File: config.mk
export PLATFORM = sky130hd
export DESIGN_NAME = uart_tx_framed
export DESIGN_NICKNAME = d
export VERILOG_FILES = /design/src/rtl/uart_tx_framed.sv
export SDC_FILE = /design/constraint.sdc
export NUM_CORES = 1
export LEC_CHECK = 0
export CORE_MARGIN = 2
export CORE_UTILIZATION = 55
export DETAILED_ROUTE_END_ITERATION = 12
export PLACE_DENSITY_LB_ADDON = 0.05
export RECOVER_POWER = 100
export SLEW_MARGIN = 20
export SYNTH_ARGS = -nofsm -noshare
export SYNTH_HDL_FRONTEND = slang
export SYNTH_SLANG_ARGS = --single-unit
export TNS_END_PERCENT = 5
File: constraint.sdc
create_clock -name clk -period 3.8 [get_ports clk]
set_input_delay 0.76 -clock clk [delete_from_list [all_inputs] [get_ports clk]]
set_output_delay 0.76 -clock clk [all_outputs]
set_load 0.05 [all_outputs]
File: src/rtl/uart_tx_framed.sv
// Framed UART transmitter: AXI-Stream style input FIFO feeding a start/data/parity/stop serializer.
// Optional parity generation is enabled by defining UART_TX_PARITY_EN.
module uart_tx_framed #(
   parameter int DATA_WIDTH = 8,
   parameter int FIFO_DEPTH = 16
) (
   input  logic                          clk,
   input  logic                          rst_n,
   input  logic [DATA_WIDTH-1:0]         s_axis_tdata,
   input  logic                          s_axis_tvalid,
   output logic                          s_axis_tready,
   output logic                          txd,
   output logic                          busy,
   output logic [$clog2(FIFO_DEPTH):0]   fifo_count,
   input  logic [15:0]                   prescale,
   input  logic [3:0]                    cfg_data_bits,
   input  logic [1:0]                    cfg_parity,
   input  logic                          cfg_stop2
);

   localparam int AW = $clog2(FIFO_DEPTH);
   localparam int CW = AW + 1;
   localparam int PW = 19;  // prescale * 8 needs three extra bits

   typedef enum logic [2:0] {
      S_IDLE   = 3'd0,
      S_START  = 3'd1,
      S_DATA   = 3'd2,
`ifdef UART_TX_PARITY_EN
      S_PARITY = 3'd3,
`endif
      S_STOP   = 3'd4
   } state_t;

   // ------------------------------------------------------------------
   // Transmit FIFO
   // ------------------------------------------------------------------
   logic [DATA_WIDTH-1:0] mem [FIFO_DEPTH];
   logic [AW-1:0]         wr_ptr;
   logic [AW-1:0]         rd_ptr;
   logic [CW-1:0]         count;
   logic                  ready_en;
   logic                  push;
   logic                  fifo_pop;
   logic                  fifo_empty;

   assign fifo_empty    = (count == '0);
   assign s_axis_tready = ready_en && (count < CW'(FIFO_DEPTH));
   assign push          = s_axis_tvalid && s_axis_tready;
   assign fifo_count    = count;

   // ready_en keeps tready low through reset and raises it on the first edge after release
   always_ff @(posedge clk or negedge rst_n) begin
      if (!rst_n) begin
         ready_en <= 1'b0;
      end else begin
         // NOTE: sequential state always uses non-blocking assignment so all flops update together.
         ready_en <= 1'b1;
      end
   end

   // NOTE: the storage array has no reset; only pointers and count define validity, which keeps it RAM-mappable.
   always_ff @(posedge clk) begin
      if (push) begin
         mem[wr_ptr] <= s_axis_tdata;
      end
   end

   always_ff @(posedge clk or negedge rst_n) begin
      if (!rst_n) begin
         wr_ptr <= '0;
         rd_ptr <= '0;
         count  <= '0;
      end else begin
         if (push) begin
            wr_ptr <= wr_ptr + AW'(1);
         end
         if (fifo_pop) begin
            rd_ptr <= rd_ptr + AW'(1);
         end
         case ({push, fifo_pop})
            2'b10:   count <= count + CW'(1);
            2'b01:   count <= count - CW'(1);
            default: count <= count;
         endcase
      end
   end

   // ------------------------------------------------------------------
   // Frame parameters captured at the start of each frame
   // ------------------------------------------------------------------
   logic [15:0]           ps_eff;
   logic [PW-1:0]         period_eff;
   logic [3:0]            nbits_eff;

   assign ps_eff     = (prescale == 16'd0) ? 16'd1 : prescale;
   assign period_eff = {ps_eff, 3'b000};
   assign nbits_eff  = ((cfg_data_bits < 4'd5) || (cfg_data_bits > 4'(DATA_WIDTH)))
                       ? 4'(DATA_WIDTH) : cfg_data_bits;

`ifdef UART_TX_PARITY_EN
   logic par_en_eff;
   logic par_bit_eff;

   function automatic logic xor_low_bits(input logic [DATA_WIDTH-1:0] d, input logic [3:0] n);
      logic p;
      p = 1'b0;
      for (int i = 0; i < DATA_WIDTH; i++) begin
         if (4'(i) < n) begin
            p = p ^ d[i];
         end
      end
      return p;
   endfunction

   // 01 = even, 10 = odd; 00 and 11 both mean no parity bit
   assign par_en_eff  = cfg_parity[0] ^ cfg_parity[1];
   assign par_bit_eff = xor_low_bits(mem[rd_ptr], nbits_eff) ^ cfg_parity[1];
`else
   logic unused_cfg_parity;
   assign unused_cfg_parity = ^cfg_parity;
`endif

   // ------------------------------------------------------------------
   // Serializer FSM
   // ------------------------------------------------------------------
   state_t                state;
   state_t                state_next;
   logic [PW-1:0]         baud_cnt;
   logic [PW-1:0]         period_r;
   logic [3:0]            bit_idx;
   logic [3:0]            nbits_r;
   logic                  stop2_r;
   logic                  stop_idx;
   logic [DATA_WIDTH-1:0] shreg;
   logic                  tick;
   logic                  last_data;
   logic                  last_stop;
`ifdef UART_TX_PARITY_EN
   logic                  par_en_r;
   logic                  par_bit_r;
`endif

   assign tick      = (baud_cnt == '0);
   assign last_data = (bit_idx == nbits_r - 4'd1);
   assign last_stop = (stop_idx == stop2_r);

   always_ff @(posedge clk or negedge rst_n) begin
      if (!rst_n) begin
         state <= S_IDLE;
      end else begin
         state <= state_next;
      end
   end

   always_comb begin
      // NOTE: default assignment first so every path drives state_next and no latch is inferred.
      state_next = state;
      case (state)
         S_IDLE: begin
            if (!fifo_empty) begin
               state_next = S_START;
            end
         end
         S_START: begin
            if (tick) begin
               state_next = S_DATA;
            end
         end
         S_DATA: begin
            if (tick && last_data) begin
`ifdef UART_TX_PARITY_EN
               state_next = par_en_r ? S_PARITY : S_STOP;
`else
               state_next = S_STOP;
`endif
            end
         end
`ifdef UART_TX_PARITY_EN
         S_PARITY: begin
            if (tick) begin
               state_next = S_STOP;
            end
         end
`endif
         S_STOP: begin
            if (tick && last_stop) begin
               state_next = fifo_empty ? S_IDLE : S_START;
            end
         end
         default: state_next = S_IDLE;
      endcase
   end

   always_comb begin
      // every entry into START consumes one FIFO word
      fifo_pop = (state != S_START) && (state_next == S_START);
      busy     = !fifo_empty || (state != S_IDLE);
      case (state)
         S_START:  txd = 1'b0;
         S_DATA:   txd = shreg[0];
`ifdef UART_TX_PARITY_EN
         S_PARITY: txd = par_bit_r;
`endif
         default:  txd = 1'b1;
      endcase
   end

   always_ff @(posedge clk or negedge rst_n) begin
      if (!rst_n) begin
         baud_cnt  <= '0;
         period_r  <= '0;
         bit_idx   <= '0;
         nbits_r   <= '0;
         stop2_r   <= 1'b0;
         stop_idx  <= 1'b0;
         shreg     <= '0;
`ifdef UART_TX_PARITY_EN
         par_en_r  <= 1'b0;
         par_bit_r <= 1'b0;
`endif
      end else if (fifo_pop) begin
         baud_cnt  <= period_eff - PW'(1);
         period_r  <= period_eff;
         bit_idx   <= '0;
         nbits_r   <= nbits_eff;
         stop2_r   <= cfg_stop2;
         stop_idx  <= 1'b0;
         shreg     <= mem[rd_ptr];
`ifdef UART_TX_PARITY_EN
         par_en_r  <= par_en_eff;
         par_bit_r <= par_bit_eff;
`endif
      end else if (state != S_IDLE) begin
         if (tick) begin
            baud_cnt <= period_r - PW'(1);
            if (state == S_DATA) begin
               shreg   <= shreg >> 1;
               bit_idx <= bit_idx + 4'd1;
            end
            if (state == S_STOP) begin
               stop_idx <= stop_idx + 1'b1;
            end
         end else begin
            baud_cnt <= baud_cnt - PW'(1);
         end
      end
   end

endmodule

==> flow_summary.yaml <==
cts:
  cts.sinks: 198
  cts_made_buffers: 17
  cts_setup_buffers: 0
  cts.htree.levels: 4
  ctsHoldBuffers: 0
  post_cts_resize_count: 0
  clk_latency_ns: 0.44
  clk_path_buf_depth: 2
  clkTransAtPathRegs_ns: 0.08
  cts_tree: "built"
  ctsRootBufferMaster: "clkbuf_16"
yosys:
  async_reset_ff_share_pct: 35.35
  synth_top_area_share_pct: 41.87
  synthDistinctLibCells: 63
  synthMuxAreaShare_pct: 10.41
  synth_compound_area_share_pct: 7.265
  synth-edff-count: 128
  syn-num-nets: 745
  synth_area_leaders: "edfxtp_1, dfrtp_1, mux4_2"
  synth_warnings: 0
  synth_top_family_by_area: "simple AND/OR/NAND/NOR gates"
  yosys_most_used_dff: "edfxtp_1"
  seq_area_frac_synth_pct: 60.95
  yosys.area.top_type: "edfxtp_1"
  syn_avg_cell_area_um2: 13.17
  syn-cell-area_um2: 9180
  synthSimpleGateAreaFrac_pct: 12.18
  synth_xor_area_share_pct: 5.057
  synth_fa_ha_area_share_pct: 1.908
  synthCells: 697
  ys_ff_latch: 198
sta:
  skew_ns: 0.009051
  slew_violations: 32
  setup_violations: 0
  period_minus_slack_ns: 3.548
  fin_crit_sh_pct: 93.37
  max_slew_margin_pct: -9.945
  fin_tns_setup_ns: 0
  clock.fmax_mhz: 281.9
  hold_violations: 0
  rsz0062_at_grt: "false"
  worst_pin_slew_ns: 1.649
  whs_ns: 0.5150
layout:
  syn_to_final_growth_pct: 13.11
  fin_nets: 790
  nFillCells: 1242
  num_antenna_cells: 0
  final_layout_size_suffix_gt1_share_pct: 12.98
power:
  ir_drop_uv: 580.9
  power.density_nw_per_um2: 686.5
  p_leak_nw: 3.755
worst_setup_path:
  required_ns: 3.04
  critPathArrivalTime_ns: 2.79
  critPathSlowestCell: "dlygate4sd3_1"
  crit_chain: "nor3_1, nand2_1, nor2_1, inv_1, dlygate4sd3_1"
  end_kind: "output port"
  crit_fanout: 11
  path_class: "reg -> out"
  critical_path.max_stage_delay_ns: 0.82
  startpoint_type: "register"
  crit_family: "buffers and inverters"
  crit_buf_inv: 2
grt:
  track_usage_pct: 23.30
  grt.overflow.total: 0
  antenna_found_initial: 0
  grt_pass1_vias: 5842
  grt_max_degree: 51
  grt_pass1_wl_um: 31440
floorplan:
  core-area_um2: 16470
  die_area_um2: 17740
  start_util_pct: 55.75
  rows: 47
  ios: 42
  die_h_um: 133.2
  die_w_um: 133.2
placed_design:
  port_buffers: 39
  gp_congestion: 0.8312
  dpl.hpwl_um: 13100
routing:
  drt_iter0_drc: 516
  drc: 0
  vias_per_cell: 5.885
  wl_um: 19320
  firstDrtPassIters: 5
  ant_nets: 0
  wl_per_cell_um: 19.81
  vias: 5738
worst_hold_path:
  hold_class: "reg -> reg"
run:
  timing.max_cap.violations: 1
outcome:
  status: "finished with violations"
  violations: "capacitance limit, slew limit"
cell usage in the layout (no fill, tap or decap), types with 14 or more instances in the layout:
| cell type | instances |
|---|---|
| nor2_1 | 39 |
| o21ai_0 | 24 |
| dlygate4sd3_1 | 17 |
| edfxtp_1 | 128 |
| nand2_1 | 89 |
| ha_1 | 14 |
| xnor2_1 | 27 |
| nand3_1 | 14 |
| a21oi_1 | 29 |
| mux4_2 | 33 |
| dfrtp_1 | 69 |
| nor3_1 | 18 |
| clkbuf_16 | 17 |
| and2_0 | 17 |
| clkdlybuf4s50_1 | 21 |
| xor2_1 | 26 |
worst paths after layout:
check,startpoint,endpoint,slack [ns],depth (start not counted)
worst min-delay path,shreg[7]$_DFFE_PN0P_,shreg[7]$_DFFE_PN0P_,0.52,2
min in group asynchronous,rst_n,nbits_r[3]$_DFFE_PN0N_,0.74,1
worst min register to register,shreg[7]$_DFFE_PN0P_,shreg[7]$_DFFE_PN0P_,0.52,2
worst max-delay path,fifo_count[1]$_DFFE_PN0P_,busy,0.25,5
worst max register to register,baud_cnt[0]$_DFFE_PN0P_,fifo_count[4]$_DFFE_PN0P_,0.34,16
max in group asynchronous,rst_n,baud_cnt[12]$_DFFE_PN0P_,1.22,2
cell usage after synthesis (all sizes together) (2+ instances only):
| master | number |
|---|---|
| o211ai | 2 |
| nor4b | 2 |
| nand3b | 2 |
| nor3 | 18 |
| mux2i | 10 |
| nand4 | 4 |
| a22oi | 4 |
| o22ai | 11 |
| o311a | 2 |
| dfrtp | 70 |
| and2 | 18 |
| o21ai | 24 |
| a221o | 2 |
| a31o | 2 |
| a31oi | 3 |
| o31ai | 4 |
| ha | 14 |
| and3 | 4 |
| nand2 | 89 |
| or2 | 3 |
| clkbuf | 19 |
| inv | 14 |
| xor2 | 26 |
| nand2b | 3 |
| mux4 | 33 |
| nand3 | 14 |
| o21a | 2 |
| nor2b | 4 |
| nor2 | 39 |
| xnor2 | 27 |
| a21o | 3 |
| nor4 | 13 |
| o311ai | 3 |
| buf | 14 |
| a211oi | 3 |
| a21oi | 29 |
| nand4b | 5 |
| nor3b | 6 |
| a221oi | 2 |
| edfxtp | 128 |
| mux2 | 10 |
| or3 | 2 |
power breakdown:
group          internal [mW]  total, mW  leakage (nW)  switching [mW]
clock                  0.926       1.77         0.278           0.842
combinational           1.05       2.16          1.48            1.11
sequential              2.67       3.20          1.99           0.531
total                   4.65       7.13          3.75            2.48
cell families (layout without fill, tap and decap cells):
| kind of cell | count (synthesis) | after routing |
|---|---|---|
| muxes | 53 | 53 |
| other | 1 | 1 |
| DFF | 198 | 198 |
| xor gates and xnor gates | 53 | 53 |
| and+or+nand+nor | 228 | 228 |
| adders and majority gates | 14 | 14 |
| AOI/OAI and AO/OA | 103 | 103 |
| buffers and inverters | 47 | 105 |
through the flow:
stage	std cells	power (mW)	cell area, um^2	setup slack [ns]	utilization, %
global placement	943	5.357	9844	0.3284	59.79
floorplan	697	4.783	9180	0.05581	-
finish	975	7.128	10380	0.2521	63.06
detailed placement	943	5.433	9844	0.2630	59.79
global route	975	7.534	10380	0.07372	63.06
CTS	975	7.200	10420	0.2902	63.28
tightest hold or removal path: stages (launching register included):
cell and delay (ns):
dfrtp_1 0.35, nand3_1 0.07, nand2_1 0.06
per-layer routing:
metal | GRT usage, % | routed length [um] | up-vias | share of wire, %
met5 | 0 | 0 | - | 0
met4 | 6.324 | 251 | 0 | 1.3
met3 | 4.338 | 685 | 23 | 3.5
met2 | 41.08 | 10100 | 138 | 52
met1 | 29.93 | 8281 | 2900 | 43
li1 | - | - | 2677 | -
flip-flops by register name (all words and copies together), names as in the netlist:
name	cells
stop2_r	1
wr_ptr	4
baud_cnt	19
state	3
mem	128
rd_ptr	4
fifo_count	5
ready_en	1
bit_idx	4
stop_idx	1
shreg	8
period_r	16
nbits_r	4
layout make-up:
type	count	area (um^2)	share of cell area, %
inverters	14	52.55	0.5061
repair buffers	59	506.7	4.880
well taps	220	275.3	2.651
multi-input cells	452	3377	32.52
clock inverters	14	146.4	1.410
clock buffers	18	429.2	4.133
flip-flops and latches	198	5597	53.90
Power figures use the tool's default switching activity.
